**src/rtl/booth_pkg.sv**
```systemverilog
// rtl/booth_pkg.sv - shared state encoding and default operand width for the Booth multiplier
package booth_pkg;

    localparam int DEFAULT_WIDTH = 8;

    typedef enum logic [1:0] {
        IDLE = 2'd0,
        RUN  = 2'd1,
        DONE = 2'd2
    } booth_state_t;

endpackage

```
**src/rtl/booth_step.sv**
```systemverilog
// rtl/booth_step.sv - one radix-2 Booth iteration: add/sub M by {Q[0],Q_1}, then arithmetic shift right
module booth_step #(
    parameter int WIDTH = 8
) (
    input  logic [WIDTH-1:0] acc,
    input  logic [WIDTH-1:0] q,
    input  logic             q_1,
    input  logic [WIDTH-1:0] m,
    output logic [WIDTH-1:0] acc_next,
    output logic [WIDTH-1:0] q_next,
    output logic             q_1_next
);

    // One guard bit keeps Acc-M exact when M is the most negative value.
    logic [WIDTH:0] acc_ext;
    logic [WIDTH:0] m_ext;
    logic [WIDTH:0] sum;

    assign acc_ext = {acc[WIDTH-1], acc};
    assign m_ext   = {m[WIDTH-1], m};

    // Booth recoding of the current multiplier bit pair selects add, subtract or hold.
    always_comb begin
        sum = acc_ext;
        case ({q[0], q_1})
            2'b01:   sum = acc_ext + m_ext;
            2'b10:   sum = acc_ext - m_ext;
            default: sum = acc_ext;
        endcase
    end

    // Shifting the widened sum right drops its LSB into Q; the guard bit becomes the new sign.
    assign acc_next = sum[WIDTH:1];
    assign q_next   = {sum[0], q[WIDTH-1:1]};
    assign q_1_next = q[0];

endmodule

```
**src/rtl/booth_seq_multiplier.sv**
```systemverilog
// rtl/booth_seq_multiplier.sv - sequential radix-2 Booth signed multiplier (optional macro BOOTH_ZERO_SKIP_EN)
module booth_seq_multiplier
    import booth_pkg::*;
#(
    parameter int WIDTH = DEFAULT_WIDTH
) (
    input  logic                 clk,
    input  logic                 rst,
    input  logic                 start,
    input  logic [WIDTH-1:0]     A,
    input  logic [WIDTH-1:0]     B,
    output logic [2*WIDTH-1:0]   P,
    output logic                 busy,
    output logic                 done
);

    localparam int CW = $clog2(WIDTH + 1);
    localparam logic [CW-1:0] COUNT_INIT = CW'(WIDTH);

    booth_state_t   state;
    logic [WIDTH-1:0] m;
    logic [WIDTH-1:0] acc;
    logic [WIDTH-1:0] q;
    logic             q_1;
    logic [CW-1:0]    count;

    logic [WIDTH-1:0] acc_step;
    logic [WIDTH-1:0] q_step;
    logic             q_1_step;

    booth_step #(.WIDTH(WIDTH)) u_step (
        .acc      (acc),
        .q        (q),
        .q_1      (q_1),
        .m        (m),
        .acc_next (acc_step),
        .q_next   (q_step),
        .q_1_next (q_1_step)
    );

    // Control FSM with registered outputs; done/P are written on the DONE->IDLE edge.
    always_ff @(posedge clk or posedge rst) begin
        if (rst) begin
            state <= IDLE;
            m     <= '0;
            acc   <= '0;
            q     <= '0;
            q_1   <= 1'b0;
            count <= '0;
            P     <= '0;
            busy  <= 1'b0;
            done  <= 1'b0;
        end else begin
            done <= 1'b0;
            case (state)
                IDLE: begin
                    if (start) begin
                        m     <= A;
                        q     <= B;
                        acc   <= '0;
                        q_1   <= 1'b0;
                        count <= COUNT_INIT;
                        busy  <= 1'b1;
`ifdef BOOTH_ZERO_SKIP_EN
                        // A zero operand makes the product zero; clearing Q lets DONE publish 0 directly.
                        if (A == '0 || B == '0) begin
                            q     <= '0;
                            count <= '0;
                            state <= DONE;
                        end else begin
                            state <= RUN;
                        end
`else
                        state <= RUN;
`endif
                    end
                end
                RUN: begin
                    acc   <= acc_step;
                    q     <= q_step;
                    q_1   <= q_1_step;
                    count <= count - 1'b1;
                    if (count == CW'(1)) begin
                        state <= DONE;
                    end
                end
                DONE: begin
                    P     <= {acc, q};
                    done  <= 1'b1;
                    busy  <= 1'b0;
                    state <= IDLE;
                end
                default: begin
                    busy  <= 1'b0;
                    state <= IDLE;
                end
            endcase
        end
    end

endmodule

```
**config.mk**
```make
export PLATFORM = sky130hd
export DESIGN_NAME = booth_seq_multiplier
export DESIGN_NICKNAME = d
export VERILOG_FILES = /design/src/rtl/booth_pkg.sv /design/src/rtl/booth_step.sv /design/src/rtl/booth_seq_multiplier.sv
export SDC_FILE = /design/constraint.sdc
export NUM_CORES = 1
export LEC_CHECK = 0
export ABC_CLOCK_PERIOD_IN_PS = 4500
export BUFFER_PORTS_ARGS = -buffer_cell sky130_fd_sc_hd__buf_2
export CORE_ASPECT_RATIO = 1.25
export CORE_UTILIZATION = 50
export CTS_CLUSTER_DIAMETER = 30
export CTS_CLUSTER_SIZE = 25
export DETAILED_ROUTE_END_ITERATION = 6
export PLACE_DENSITY = 0.71
export SYNTH_ARGS = -nofsm -noshare
export SYNTH_HDL_FRONTEND = slang
export SYNTH_SLANG_ARGS = --single-unit
```
**constraint.sdc**
```tcl
create_clock -name clk -period 4.5 [get_ports clk]
set_input_delay 0.9 -clock clk [delete_from_list [all_inputs] [get_ports clk]]
set_output_delay 0.9 -clock clk [all_outputs]
set_load 0.01 [all_outputs]
```
==> metrics <==
number of flops mapped to enable cells by yosys=0; clk_lat worst skew=about 0.31 ns; met3 wire len=~160 µm; gr ovfl total=0; Non-Filler Instances=363; GRT Total Usage=0.2130; pre-CTS setup slack=about 1.7 ns; setup TNS=0 ns; count of warnings emitted by yosys=0; wire length on met1=2355 µm; vias in the first global route=roughly 1900; initial drt markers=between 100 and 150; post-synthesis xor/xnor area fraction=0.03332; Final ANT Viol Nets=0; H-tree depth=2; Setup violations, final=0; Bufs on Longest Clock Path=2; peak supply drop=~0.36 mV; Slew @ Worst Pin=a little over 1 ns; Die ar.=around 0.0056 mm²; Post-Syn Nets=between 300 and 400; crit start category=register; max layer used=met4; share of layout cells above drive strength 1=0.2093; Ports=37; register area share after synthesis=0.4664; CTS-repair resized insts=0; antenna cell count=0; clock sinks=49; clock slew at reported path FFs=~0.09 ns; RSZ-0062 raised after global routing=no; core area=0.005080 mm²; cts-stage hold buffer count=0; Crit path buffers/inverters=1; Mapped Area=roughly 0.0026 mm²; clock skew=0.004778 ns; status=completed; DP Cell Count=between 300 and 400; Final Max Tran Viols=0; Avg WL per Cell=between 10 and 15 µm; crit path kind=reg2reg; starting density of the core=0.5175; Vias=1970; top_reg_cell synth=dfrtp_1; max-cap viol count=0; first-pass GRT wire length=8942 µm; area grow syn2layout=10.76%; setup bufs post-CTS=0; Final Wtd Congestion=approximately 0.84; port bufs=36; Clock Tree Root=clkbuf_8; final wirelength=about 5200 µm; Die H=a little over 80 µm; crit path max fanout=13; Rows=29; die width=between 60 and 70 µm; CTS tree=yes; max incr delay on CP=~0.49 ns; Final Cycle Share=0.6275; crit end category=register; pin count of the biggest net entering global routing=50; commonest non-fill, non-tap cell in the layout=dfrtp_1; drt drc=0; Worst slew margin=0.3217; CP Data Arrival Time=~3 ns; Syn Area/Cell=slightly below 10 µm²; leak pwr=roughly 1.4 nW; hpwl dp=between 3000 and 4000 µm; Simple-Gate Fraction of Synth Area=0.1575; most frequent cells in the layout=49 x dfrtp_1, 47 x nand2_1, 36 x buf_2; Crit path max-delay family=adder cells; min cycle time layout=~2.8 ns; Hold Crit Class=reg2reg; PwrDens=about 840 mW/mm²; Post-Synth Adder-Cell Area=0.06949; crit-path cells=inv_1 > ha_1 > mux2_2 > fa_1 > nor2b_1 > o31a_1 > o21ai_0 > xor2_1 > o41ai_2; FF+latch count, synth=49; worst setup margin=approximately 1.7 ns; ys async rst share=1.000; cell count after synthesis=approximately 270; routed wl met2=roughly 2500 µm; initial antenna violation count=0; final net count=333; first drt pass iteration count=5; post-synthesis compound-gate area fraction=0.1456; Critical Path RT=roughly 4.7 ns; slowest CP cell=ha_1; post-synthesis mux area share=0.08282; vias per cell=5.427; Max Clock Freq=between 0.3 and 0.4 GHz; CTS buffer count=5; Yosys cell types=39; Hold Fails Final Rpt=0; largest family of logic cells by synthesized area=simple AND/OR/NAND/NOR gates
## registers in the layout, indices dropped and copies added (netlist names)
signal	flops
done	1
busy	1
count	4
m	8
state	2
q_1	1
P	16
q	8
acc	8
## tightest hold or removal path: stages (launching register included)
cell,delay (ns)
dfrtp_1,0.35
nand2_1,0.05
o21ai_0,0.06
## cells by family after synthesis
group | count (synthesis)
AND/OR/NAND/NOR | 90
buffers and inverters | 25
flip-flops | 49
AO/OA/AOI/OAI | 60
adder cells (fa/ha/maj) | 14
XOR/XNOR | 10
multiplexers | 20
## Yosys cell counts (all sizes together), types with 2 or more instances
| library cell | count | area share |
|---|---|---|
| nor2 | 16 | 0.023 |
| nor3b | 3 | 0.0086 |
| ha | 13 | 0.062 |
| o21a | 2 | 0.0057 |
| nand3b | 2 | 0.0057 |
| a211oi | 2 | 0.0057 |
| mux2 | 14 | 0.060 |
| a21oi | 12 | 0.023 |
| a21o | 2 | 0.0057 |
| mux2i | 6 | 0.023 |
| nor3 | 4 | 0.0076 |
| nor2b | 4 | 0.0095 |
| o21ai | 30 | 0.057 |
| xnor2 | 9 | 0.030 |
| o31ai | 2 | 0.0057 |
| or3 | 2 | 0.0048 |
| a32oi | 4 | 0.013 |
| nand2 | 47 | 0.067 |
| nand3 | 4 | 0.0076 |
| and2 | 2 | 0.0048 |
| nand2b | 2 | 0.0048 |
| dfrtp | 49 | 0.47 |
| clkbuf | 7 | 0.010 |
| buf | 5 | 0.016 |
| inv | 13 | 0.019 |
## final cells by class
| cell class | count | area (µm²) |
|---|---|---|
| flip-flops and latches | 49 | 1226 |
| fillers | 470 | 2168 |
| inverters | 13 | 48.80 |
| well taps | 62 | 77.57 |
| clock buffers | 5 | 68.82 |
| clock inverters | 3 | 17.52 |
| multi-input cells | 194 | 1285 |
| repair buffers | 37 | 187.7 |
## power breakdown
group	leakage, nW	switching (mW)	internal [mW]
clock	0.0439	0.149	0.108
sequential	0.623	0.168	0.635
combinational	0.746	0.763	0.608
## routing by layer
metal,global-route usage,up-vias
li1,-,984
met1,0.2722,943
met2,0.3453,33
met3,0.04808,10
met4,0.07930,0
met5,0,-
## per-stage QoR
stage               power (mW)  area [µm²]  utilization  hold slack, ns
floorplan                1.890        2629            -          0.4668
global placement         2.145        2825       0.5562          0.4587
detailed placement       2.184        2825       0.5562          0.4700
CTS                      2.452        2912       0.5732          0.4920
global route             2.671        2912       0.5732          0.5140
finish                   2.431        2912       0.5732          0.4835
## path summary, 6_finish.rpt
path                            from  endpoint  slack [ns]  depth (start not counted)
worst max-delay path             q_1    acc[7]        1.68                          9
worst min-delay path            P[8]      P[8]        0.48                          2
worst max register to register   q_1    acc[7]        1.68                          9
worst min register to register  P[8]      P[8]        0.48                          2
max in group asynchronous        rst      busy        3.03                          2
min in group asynchronous        rst    acc[0]        0.83                          2
Power figures use the tool's default switching activity.
